**config.mk**
```make
export PLATFORM = sky130hd
export DESIGN_NAME = xbar_bridge_resp_tracker
export DESIGN_NICKNAME = d
export VERILOG_FILES = /design/src/rtl/xbar_bridge_pkg.sv /design/src/rtl/bridge_dest_fifo.sv /design/src/rtl/xbar_bridge_resp_tracker.sv
export SDC_FILE = /design/constraint.sdc
export NUM_CORES = 1
export LEC_CHECK = 0
export CORE_AREA = 2 2 233 235
export CTS_CLUSTER_DIAMETER = 60
export CTS_CLUSTER_SIZE = 40
export DETAILED_ROUTE_END_ITERATION = 8
export DIE_AREA = 0 0 235 237
export DONT_BUFFER_PORTS = 1
export GPL_TIMING_DRIVEN = 0
export MAX_ROUTING_LAYER = met4
export PLACE_DENSITY = 0.36
export SLEW_MARGIN = 5
export SYNTH_ARGS = -nofsm -noshare
export SYNTH_HDL_FRONTEND = slang
export SYNTH_SLANG_ARGS = --single-unit
```
**constraint.sdc**
```tcl
create_clock -name clk -period 8.9 [get_ports clk]
set_clock_uncertainty 0.05 [all_clocks]
set_input_delay 0.89 -clock clk [delete_from_list [all_inputs] [get_ports clk]]
set_output_delay 0.89 -clock clk [all_outputs]
set_load 0.01 [all_outputs]
```
**src/rtl/xbar_bridge_pkg.sv**
```systemverilog
// Shared types and helpers for the XBAR bridge response tracker.
// Destination vectors are one-hot; FIFO entries hold the binary slave index.
package xbar_bridge_pkg;

  localparam int N_SLAVE_DEF         = 16;
  localparam int DATA_WIDTH_DEF      = 32;
  localparam int MAX_OUTSTANDING_DEF = 4;
  localparam int IDX_W               = $clog2(N_SLAVE_DEF);

  typedef logic [N_SLAVE_DEF-1:0] dest_vec_t;
  typedef logic [IDX_W-1:0]       dest_idx_t;

  function automatic logic is_onehot(input dest_vec_t v);
    return (v != '0) && ((v & (v - dest_vec_t'(1))) == '0);
  endfunction

  // OR-reduction encoder; only meaningful when v is one-hot.
  function automatic dest_idx_t onehot2idx(input dest_vec_t v);
    dest_idx_t idx;
    idx = '0;
    for (int i = 0; i < N_SLAVE_DEF; i++)
      if (v[i]) idx = idx | dest_idx_t'(i);
    return idx;
  endfunction

endpackage

```
**src/rtl/bridge_dest_fifo.sv**
```systemverilog
// In-order FIFO of outstanding destination indices. The occupancy count is
// kept separately from the pointers so full and empty never alias.
module bridge_dest_fifo
  import xbar_bridge_pkg::*;
#(
  parameter int DEPTH     = MAX_OUTSTANDING_DEF,
  parameter int CNT_WIDTH = $clog2(DEPTH) + 1
) (
  input  logic                 clk,
  input  logic                 rst,
  input  logic                 push_i,
  input  logic                 pop_i,
  input  dest_idx_t            din_i,
  output dest_idx_t            dout_o,
  output logic [CNT_WIDTH-1:0] count_o,
  output logic                 full_o,
  output logic                 empty_o
);

  localparam int PTR_W = $clog2(DEPTH);

  dest_idx_t                mem_q [DEPTH];
  logic [PTR_W-1:0]         wr_ptr_q, rd_ptr_q;
  logic [CNT_WIDTH-1:0]     count_q;
  logic                     do_push, do_pop;

  assign full_o  = (count_q == CNT_WIDTH'(DEPTH));
  assign empty_o = (count_q == '0);
  assign do_push = push_i & ~full_o;
  assign do_pop  = pop_i & ~empty_o;
  assign dout_o  = mem_q[rd_ptr_q];
  assign count_o = count_q;

  always_ff @(posedge clk) begin
    if (rst) begin
      wr_ptr_q <= '0;
      rd_ptr_q <= '0;
      count_q  <= '0;
    end else begin
      if (do_push) begin
        mem_q[wr_ptr_q] <= din_i;
        wr_ptr_q        <= wr_ptr_q + 1'b1;
      end
      if (do_pop) rd_ptr_q <= rd_ptr_q + 1'b1;
      count_q <= count_q + CNT_WIDTH'(do_push) - CNT_WIDTH'(do_pop);
    end
  end

endmodule

```
**src/rtl/xbar_bridge_resp_tracker.sv**
```systemverilog
// Response path of the XBAR bridge: tracks granted requests in order and
// forwards the head slave's read response to the master one cycle later.
module xbar_bridge_resp_tracker
  import xbar_bridge_pkg::*;
#(
  parameter int N_SLAVE         = N_SLAVE_DEF,
  parameter int DATA_WIDTH      = DATA_WIDTH_DEF,
  parameter int MAX_OUTSTANDING = MAX_OUTSTANDING_DEF,
  parameter int CNT_WIDTH       = $clog2(MAX_OUTSTANDING) + 1
) (
  input  logic                          clk,
  input  logic                          rst,
  input  logic                          req_fire_i,
  input  logic [N_SLAVE-1:0]            destination_i,
  input  logic [N_SLAVE-1:0]            slave_r_valid_i,
  input  logic [N_SLAVE*DATA_WIDTH-1:0] slave_r_rdata_i,
  input  logic [N_SLAVE-1:0]            slave_r_opc_i,
  output logic                          r_valid_o,
  output logic [DATA_WIDTH-1:0]         r_rdata_o,
  output logic                          r_opc_o,
  output logic                          stall_o,
  output logic [CNT_WIDTH-1:0]          outstanding_o,
  output logic                          err_o,
  output logic                          err_sticky_o
);

  dest_idx_t             head;
  logic [CNT_WIDTH-1:0]  count, count_d;
  logic                  full, empty;
  logic                  dest_ok, push, match;
  logic [N_SLAVE-1:0]    head_vec;
  logic                  err_d, stall_d;

  logic                  r_valid_q;
  logic [DATA_WIDTH-1:0] r_rdata_q;
  logic                  r_opc_q;
  logic                  stall_q, err_q, err_sticky_q;

  assign dest_ok = is_onehot(destination_i);
  assign push    = req_fire_i & dest_ok & ~full;
  assign match   = ~empty & slave_r_valid_i[head];

  bridge_dest_fifo #(
    .DEPTH     (MAX_OUTSTANDING),
    .CNT_WIDTH (CNT_WIDTH)
  ) u_fifo (
    .clk     (clk),
    .rst     (rst),
    .push_i  (push),
    .pop_i   (match),
    .din_i   (onehot2idx(destination_i)),
    .dout_o  (head),
    .count_o (count),
    .full_o  (full),
    .empty_o (empty)
  );

  // Only the head slave may respond; with nothing outstanding every valid is stray.
  always_comb begin
    head_vec = '0;
    if (!empty) head_vec[head] = 1'b1;
  end

  assign err_d = (req_fire_i & ~dest_ok)
               | (req_fire_i & dest_ok & full)
               | (|(slave_r_valid_i & ~head_vec));

  // Stall tracks the count the FIFO will hold after this edge.
  assign count_d = count + CNT_WIDTH'(push) - CNT_WIDTH'(match);
  assign stall_d = (count_d == CNT_WIDTH'(MAX_OUTSTANDING));

  always_ff @(posedge clk) begin
    if (rst) begin
      r_valid_q    <= 1'b0;
      r_rdata_q    <= '0;
      r_opc_q      <= 1'b0;
      stall_q      <= 1'b0;
      err_q        <= 1'b0;
      err_sticky_q <= 1'b0;
    end else begin
      r_valid_q <= match;
      if (match) begin
        r_rdata_q <= slave_r_rdata_i[int'(head)*DATA_WIDTH +: DATA_WIDTH];
        r_opc_q   <= slave_r_opc_i[head];
      end
      stall_q      <= stall_d;
      err_q        <= err_d;
      err_sticky_q <= err_sticky_q | err_d;
    end
  end

  assign r_valid_o     = r_valid_q;
  assign r_rdata_o     = r_rdata_q;
  assign r_opc_o       = r_opc_q;
  assign stall_o       = stall_q;
  assign outstanding_o = count;
  assign err_o         = err_q;
  assign err_sticky_o  = err_sticky_q;

endmodule

```
==> out/qor.yml, run 1 <==
holdPathStages: 2
die_w_um: 235
ios: 603
vias: 8454
grt_use_met2_pct: 31.3
reg2reg_slack_ns: 4.92
clk_path_buf_depth: 2
grt_use_met3_pct: 5.23
drtIter0Drc: 597
async_flop_share_pct: 0
grt_busiest_layer: "met2"
grt-ovfl-total: 0
coreArea_um2: 53300
synth.net_count: 1500
clk_latency_ns: 0.35
place_area_um2: 8920
r2r_cells: 9
maxCapViolCount: 0
post-route-cell-area_um2: 9300
final_antenna_net_count: 0
swShare_pct: 41.1
slew_viol_final: 0
clk_pin_slew_ns: 0.06
drcViolationCount: 0
rsz0062_at_grt: "no"
yosys_warnings: 0
startpoint_type: "register"
initial_core_util_pct: 15.1
cts_resized: 0
worstSetupPathType: "reg2reg"
pwr-share-seq_pct: 31.9
routabilityCongestion: 0.910
holdPathEnd: "u_fifo.wr_ptr_q[1]"
p_int_uw: 771
max_freq_mhz: 251
met1_usage_pct: 26.6
ys_ff_latch: 62
row_count: 85
die_area_um2: 55700
relSlewSlack_pct: 12.2
clock-sinks: 62
clockRootBuffer: "clkbuf_16"
syn-mean-instance-area_um2: 8.68
switching_power_uw: 538
die_h_um: 237
seq_area_frac_synth_pct: 17.4
hold_viol_final: 0
finalWirelength_um: 58400
min_from: "u_fifo.wr_ptr_q[1]"
syn_inst: 928
post_cts_buffers: 0
place_hpwl_um: 49200
antenna_found_initial: 22
drive_gt1_share_pct: 12.4
cp_data_arrival_time_ns: 4.13
p_per_area_nw_per_um2: 141
htree_levels: 3
area_delta_synth_final_pct: 15.6
final_common_cell: "mux2i_1"
r2r_end: "r_rdata_o[25]"
wl_per_cell_um: 35.1
power_frac_clock_pct: 30.9
worstMarginPinSlew_ns: 1.31
grt_pass1_wl_um: 76000
worstSetupEndpointType: "register"
worstPathMaxFanout: 10
grt_pass1_vias: 8674
grtUsageTotal_pct: 20.4
p_comb_share_pct: 37.1
status: "complete, no violations"
min_period_ns: 3.98
setup_violations: 0
layout.nets: 1511
mostFrequentLayoutCells: "mux2i_1 (210), a211oi_1 (150), nor2b_1 (103), o32ai_1 (50), dfxtp_1 (46)"
ir_worst_vdd_mv: 0.0782
period_share_pct: 44.7
grt_start_max_net_pins: 14
worstPathRequired_ns: 9.05
firstDrtPassIters: 5
io_buffers: 0
cts_tree: "built"
synth_top_flop_cell: "dfxtp_1"
cts_hold_buf: 0
vias_per_cell: 5.09
synthesis.area_um2: 8050
synth_edf_count: 16
cts_buffers: 9
fin_setup_tns_ns: 0
p_leak_nw: 2.64
hp-class: "reg2reg"
ys_types: 56
## synth_stat cells (9+ instances only)
cell type | n | area, µm²
a21oi_1 | 43 | 215
buf_2 | 40 | 200
nor3_1 | 15 | 75.1
nor4_1 | 10 | 62.6
o22ai_1 | 17 | 106
nor2b_1 | 103 | 644
o32ai_1 | 50 | 438
nand3_1 | 38 | 190
dfxtp_1 | 46 | 921
inv_1 | 10 | 37.5
mux2i_1 | 210 | 2100
edfxtp_1 | 16 | 480
a211oi_1 | 150 | 1130
a211o_1 | 9 | 78.8
clkbuf_1 | 42 | 158
mux2_2 | 27 | 304
buf_6 | 10 | 113
## registers in the layout (all words and copies together) (netlist names), named ones only
signal           cells
r_rdata_o           32
u_fifo.mem_q        16
u_fifo.count_o       3
u_fifo.rd_ptr_q      2
u_fifo.wr_ptr_q      2
err_o                1
err_sticky_o         1
r_opc_o              1
r_valid_o            1
stall_o              1
## cell families after synthesis
logic type | synth area share (%)
AO/OA/AOI/OAI | 27.4
XOR/XNOR | 0.326
adder cells (fa/ha/maj) | 1.59
buffers and inverters | 7.16
flip-flops | 17.4
multiplexers | 31.0
AND/OR/NAND/NOR | 15.2
## per-stage QoR
stage	std cells	utilization (%)	hold slack, ns	worst slack [ns]	power (mW)
detailed placement	1624	16.7	0.456	4.77	0.910
global placement	1624	16.7	0.455	4.81	0.913
floorplan	928	-	0.428	5.54	0.714
finish	1661	17.5	0.461	4.92	1.31
global route	1658	17.4	0.496	4.68	1.38
CTS	1640	17.4	0.465	4.78	1.33
## worst max-delay path, cell delays in order (launching register included)
cell and delay (ns):
dfxtp_1 0.30, buf_2 0.20, mux2i_1 0.19, mux2_2 0.25, buf_2 0.42, clkbuf_1 0.78, clkbuf_1 0.60, a211oi_1 0.33
o32ai_1 0.55, a21oi_1 0.13
## metal layers
layer,up-vias,share of wire [%]
li1,3724,-
met1,4192,44
met2,489,45
met3,49,8.4
met4,0,2.2
met5,-,0
## layout make-up
cell class | count | area, µm²
fillers | 6045 | 44000
multi-input cells | 754 | 6070
flip-flops and latches | 62 | 1400
well taps | 696 | 871
plain buffers | 101 | 536
clock buffers | 9 | 225
clock inverters | 7 | 104
diodes | 21 | 52.6
inverters | 11 | 41.3
## worst max path at each step
stage | from | end | slack [ns] | cells past startpoint
5_1_grt | register | stall_o | 4.68 | 15
6_report | register | r_rdata_o[25] | 4.92 | 9
3_3_place_gp | register | r_rdata_o[2] | 4.81 | 9
2_1_floorplan | register | stall_o | 5.54 | 15
4_1_cts | register | r_rdata_o[2] | 4.78 | 9
3_5_place_dp | register | r_rdata_o[2] | 4.77 | 9
## power by group through the flow
stage | Sequential, mW | Combinational [mW] | Clock [mW]
detailed placement | 0.425 | 0.485 | 0
finish | 0.418 | 0.486 | 0.405
global route | 0.423 | 0.531 | 0.428
global placement | 0.427 | 0.487 | 0
floorplan | 0.388 | 0.326 | 0
CTS | 0.420 | 0.487 | 0.419
(Power assumes the default switching activity.)
==> inputs of run 2 (changes only) <==
==> constraint.sdc (replaced) <==
create_clock -name clk -period 3.5 [get_ports clk]
set_clock_uncertainty 0.05 [all_clocks]
set_input_delay 0.35 -clock clk [delete_from_list [all_inputs] [get_ports clk]]
set_output_delay 0.35 -clock clk [all_outputs]
set_load 0.01 [all_outputs]
==> out/qor.yml, run 2 (synthesis gave the netlist of run 1 again) <==
die_w_um: 235  # unchanged
worst_path_most_repeated_cell: "o32ai_1"
finalWirelength_um: 58700  # +0.50%
ir_worst_vdd_mv: 0.204  # +160%
rsz0062_at_grt: "yes"
cp_data_arrival_time_ns: 3.64  # -0.49 ns
hold_ws_ns: 0.117  # -0.343 ns
crit_buf_inv: 3  # -1
drcViolationCount: 0  # unchanged
seq_area_um2: 1400  # unchanged
vias: 8530  # +0.90%
startpoint_type: "register"
hold_viol_final: 0  # unchanged
clk_pin_slew_ns: 0.06  # about the same
utilization_pct: 17.9  # +0.40 points
min_from: "req_fire_i"
grt_use_met3_pct: 5.16  # -0.070 points
drtIter0Drc: 566  # -5.2%
layout.nets: 1515  # +0.26%
wl_per_cell_um: 35.1  # -0.10%
largest_reg_flops: 32  # unchanged
initial_core_util_pct: 15.1  # unchanged
drive_gt1_share_pct: 16.1  # +3.7 points
maxCapViolCount: 0  # unchanged
grt_busiest_layer: "met2"
grt-ovfl-total: 0  # unchanged
reg2reg_slack_ns: 0.08  # -4.84 ns
met1_usage_pct: 26.7  # +0.15 points
holdPathEnd: "u_fifo.wr_ptr_q[1]"
max_stage_delay_ns: 0.81  # +0.03 ns
vias_per_cell: 5.10  # +0.30%
place_inst: 1624  # unchanged
r2r_end: "r_rdata_o[22]"
fin_setup_tns_ns: 0  # unchanged
multiInputGateArea_um2: 6200  # +2.2%
clock-sinks: 62  # unchanged
worstMarginPinSlew_ns: 0.945  # -0.368 ns
io_buffers: 0  # unchanged
worstSetupEndpointType: "register"
worstSetupPathType: "reg2reg"
htree_levels: 3  # unchanged
cts_tree: "built"
cp_slowest_cell: "o32ai_1"
die_h_um: 237  # unchanged
routabilityCongestion: 0.910  # unchanged
path_cells: "buf_2 -> mux2i_1 -> mux2_2 -> buf_4 -> clkbuf_1 -> a211oi_1 -> o32ai_1 -> o32ai_1 -> a21oi_1"
ios: 603  # unchanged
mostFrequentLayoutCells: "mux2i_1 (207), a211oi_1 (148), nor2b_1 (103), dfxtp_1 (46), a21oi_1 (43)"
cts_buffers: 9  # unchanged
coreArea_um2: 53300  # unchanged
r2r_cells: 9  # unchanged
firstDrtPassIters: 5  # unchanged
final_common_cell: "mux2i_1"
hp-class: "in2reg"
place_worst_setup_slack_ns: -0.630  # -5.40 ns
fill_cells: 6034  # -0.18%
grt_start_max_net_pins: 14  # unchanged
worst_slack_ns: 0.0780  # -4.84 ns
clockRootBuffer: "clkbuf_16"
worstPathRequired_ns: 3.72  # -5.33 ns
antenna_found_initial: 22  # unchanged
max_freq_mhz: 292  # +16%
cts_hold_buf: 0  # unchanged
fin_cells: 1671  # +0.60%
die_area_um2: 55700  # unchanged
grt_use_met2_pct: 31.6  # +0.23 points
critical_path.top_delay_family: "compound AO/OA/AOI/OAI gates"
min_period_ns: 3.42  # -0.558 ns
final_antenna_net_count: 0  # unchanged
row_count: 85  # unchanged
grtUsageTotal_pct: 20.5  # +0.098 points
clk_latency_ns: 0.35  # about the same
slew_viol_final: 0  # unchanged
p_leak_nw: 2.74  # +3.7%
relSlewSlack_pct: 37.0  # +25 points
setup_violations: 0  # unchanged
grt_pass1_wl_um: 76300  # +0.44%
clk_path_buf_depth: 2  # unchanged
grt_pass1_vias: 8715  # +0.47%
status: "complete, no violations"
holdPathStages: 2  # unchanged
period_share_pct: 97.8  # +53 points
worstPathMaxFanout: 10  # unchanged
p_per_area_nw_per_um2: 357  # +150%
area_delta_synth_final_pct: 18.2
place_hpwl_um: 49200  # unchanged
-- run 2: changes by cell type in the layout (fill, tap and decap cells not counted), moves of 6 or more --
cell,previous run,this run
clkbuf_1,42,30
o32ai_1,50,38
buf_4,8,15
o32ai_2,0,12
clkbuf_2,1,11
diode_2,21,27
-- run 2: through the flow --
step                area [µm²]  total power [mW]
floorplan                 8050              1.82
global placement          8920              2.32
detailed placement        8920              2.32
CTS                       9380              3.41
global route              9500              3.58
finish                    9520              3.40
-- run 2: cell type report --
| class | count | share of cell area (%) |
|---|---|---|
| Multi-Input combinational cell | 754 | 65.2 |
| Sequential cell | 62 | 14.7 |
| Tap cell | 696 | 9.15 |
| Buffer | 98 | 5.76 |
| Clock buffer | 9 | 2.37 |
| Clock inverter | 7 | 1.09 |
| Antenna cell | 27 | 0.710 |
| Timing Repair Buffer | 7 | 0.552 |
| Inverter | 11 | 0.434 |
-- run 2: worst reg2reg max path, cell delays in order, from the launching register on --
cell and delay, ns:
dfxtp_1 0.30, buf_2 0.20, mux2i_1 0.19, mux2_2 0.26, buf_4 0.30, clkbuf_1 0.68, a211oi_1 0.13, o32ai_1 0.81
o32ai_1 0.26, a21oi_1 0.18
-- run 2: routing by layer --
layer | part of all wire [%] | wire length [µm] | vias to the layer above
li1 | - | - | 3745
met1 | 45 | 26100 | 4245
met2 | 45 | 26600 | 497
met3 | 8.2 | 4800 | 43
met4 | 1.9 | 1110 | 0
met5 | 0 | 0 | -
-- run 2: repair_timing --
action | 4_1_cts | 5_1_grt
hold endpoints to repair | 0 | 0
pin swaps | 3 | 3
gates cloned | 0 | 0
endpoints found under the setup margin | 35 | 16
gates resized for setup | 23 | 16
setup buffers | 5 | 2
-- run 2: report_power, final --
group	total (mW)	leakage (nW)	switching [mW]	internal, mW
combinational	1.30	2.01	0.790	0.510
sequential	1.06	0.563	0.208	0.856
clock	1.03	0.161	0.398	0.634
-- run 2: how the worst max path moves through the flow --
stage / endpoint / slack (ns) / cells after the start
floorplan: stall_o / 0.14 / 15
global placement: r_rdata_o[2] / -0.59 / 9
detailed placement: r_rdata_o[2] / -0.63 / 9
CTS: stall_o / -0.06 / 15
global route: stall_o / -0.13 / 15
finish: r_rdata_o[22] / 0.08 / 9
==> inputs of run 3 (changes only) <==
==> constraint.sdc (replaced) <==
create_clock -name clk -period 4.2 [get_ports clk]
set_clock_uncertainty 0.05 [all_clocks]
set_input_delay 0.42 -clock clk [delete_from_list [all_inputs] [get_ports clk]]
set_output_delay 0.42 -clock clk [all_outputs]
set_load 0.01 [all_outputs]
==> out/qor.yml, run 3 (synthesis gave the netlist of run 1 again) <==
status: "complete, no violations"
place_hpwl_um: 49200  # unchanged
finalWirelength_um: 58300  # -0.58%
clk_latency_ns: 0.35  # about the same
period_share_pct: 95.1  # -2.6 points
initial_core_util_pct: 15.1  # unchanged
max_stage_delay_ns: 1.05  # +0.24 ns
vias_per_cell: 5.05  # -1.1%
path_depth: 9  # unchanged
min_from: "req_fire_i"
holdPathEnd: "u_fifo.wr_ptr_q[1]"
setup_violations: 0  # unchanged
cts_resized: 0  # -100%
maxCapViolCount: 0  # unchanged
routabilityCongestion: 0.910  # unchanged
cts_tree: "built"
hold_ws_ns: 0.188  # +0.0705 ns
htree_levels: 3  # unchanged
row_count: 85  # unchanged
io_buffers: 0  # unchanged
vias: 8428  # -1.2%
ir_worst_vdd_mv: 0.167  # -18%
finalPower_mw: 2.77  # -19%
drive_gt1_share_pct: 12.6  # -3.6 points
antenna_found_initial: 22  # unchanged
rsz0062_at_grt: "no"
seq_area_um2: 1400  # unchanged
wl_per_cell_um: 35.0  # -0.46%
grt_start_max_net_pins: 14  # unchanged
cp_data_arrival_time_ns: 4.23  # +0.59 ns
layout.nets: 1513  # -0.13%
grt_pass1_wl_um: 76000  # -0.44%
r2r_end: "r_rdata_o[2]"
max_freq_mhz: 250  # -14%
reg2reg_slack_ns: 0.20  # +0.13 ns
worstSetupPathType: "reg2reg"
die_h_um: 237  # unchanged
die_w_um: 235  # unchanged
utilization_pct: 17.5  # -0.34 points
worstPathRequired_ns: 4.43  # +0.71 ns
final_antenna_net_count: 0  # unchanged
place_worst_setup_slack_ns: 0.0701  # +0.700 ns
p_per_area_nw_per_um2: 296  # -17%
cts_hold_buf: 0  # unchanged
clk_path_buf_depth: 2  # unchanged
drcViolationCount: 0  # unchanged
area_delta_synth_final_pct: 15.9
final_common_cell: "mux2i_1"
cp_slowest_cell: "o32ai_1"
slew_viol_final: 0  # unchanged
hp-class: "in2reg"
grtUsageTotal_pct: 20.4  # -0.098 points
crit_buf_inv: 3  # unchanged
cts_buffers: 9  # unchanged
ios: 603  # unchanged
fill_cells: 6042  # +0.13%
die_area_um2: 55700  # unchanged
clockRootBuffer: "clkbuf_16"
worstPathMaxFanout: 10  # unchanged
coreArea_um2: 53300  # unchanged
worstMarginPinSlew_ns: 1.31  # +0.361 ns
place_area_um2: 8920  # unchanged
r2r_cells: 9  # unchanged
fin_cells: 1669  # -0.12%
clock-sinks: 62  # unchanged
grt-ovfl-total: 0  # unchanged
multiInputGateArea_um2: 6070  # -2.1%
grt_pass1_vias: 8674  # -0.47%
fin_setup_tns_ns: 0  # unchanged
worstSetupEndpointType: "register"
drtIter0Drc: 583  # +3.0%
clk_pin_slew_ns: 0.07  # about the same
holdPathStages: 2  # unchanged
place_inst: 1624  # unchanged
post_cts_buffers: 0  # -5
relSlewSlack_pct: 12.7  # -24 points
mostFrequentLayoutCells: "mux2i_1 (210), a211oi_1 (150), nor2b_1 (103), o32ai_1 (50), dfxtp_1 (46)"
post-route-cell-area_um2: 9330  # -1.9%
critical_path.top_delay_family: "compound AO/OA/AOI/OAI gates"
startpoint_type: "register"
firstDrtPassIters: 5  # unchanged
worst_slack_ns: 0.205  # +0.127 ns
min_period_ns: 4.00  # +0.573 ns
hold_viol_final: 0  # unchanged
largest_reg_flops: 32  # unchanged
path_cells: "buf_2 -> mux2i_1 -> mux2_2 -> buf_2 -> clkbuf_1 -> a211oi_1 -> o32ai_1 -> o32ai_1 -> a21oi_1"
p_leak_nw: 2.65  # -3.3%
==> run 3: changes by cell type in the layout (fill, tap and decap cells not counted), moves of 2 or more <==
cell | before | now
clkbuf_1 | 30 | 42
o32ai_1 | 38 | 50
o32ai_2 | 12 | 0
clkbuf_2 | 11 | 1
buf_4 | 15 | 10
buf_2 | 37 | 40
mux2i_1 | 207 | 210
mux2i_2 | 3 | 0
a211oi_1 | 148 | 150
==> run 3: how the worst max path moves through the flow <==
stage          startpoint           end  slack, ns
3_5_place_dp     register  r_rdata_o[2]       0.07
2_1_floorplan    register       stall_o       0.84
5_1_grt          register  r_rdata_o[2]       0.04
4_1_cts          register  r_rdata_o[2]       0.08
6_report         register  r_rdata_o[2]       0.20
3_3_place_gp     register  r_rdata_o[2]       0.11
==> run 3: layout make-up <==
class / instances / area share, %
Sequential cell: 62 / 15.0
Antenna cell: 27 / 0.724
Buffer: 101 / 5.74
Clock buffer: 9 / 2.41
Clock inverter: 7 / 1.11
Inverter: 11 / 0.442
Multi-Input combinational cell: 754 / 65.1
Tap cell: 696 / 9.33
Timing Repair Buffer: 2 / 0.161
==> run 3: per-layer routing <==
layer,vias up,share of wire [%],track usage [%]
met5,-,0,-
met4,0,2.0,5.54
met3,43,9.3,5.23
met2,503,45,31.3
met1,4142,44,26.6
li1,3740,-,-
==> run 3: worst reg2reg max path, delay by kind of cell (launching register included) <==
kind / cells / cell delay, ns
compound gates: 4 / 1.71
buf+inv: 3 / 1.42
flops: 1 / 0.30
mux: 2 / 0.44
==> run 3: power by group <==
part / switching (mW) / total [mW] / internal [mW] / leakage [nW]
combinational: 0.630 / 1.02 / 0.392 / 1.92
clock: 0.331 / 0.859 / 0.528 / 0.161
sequential: 0.172 / 0.885 / 0.713 / 0.563
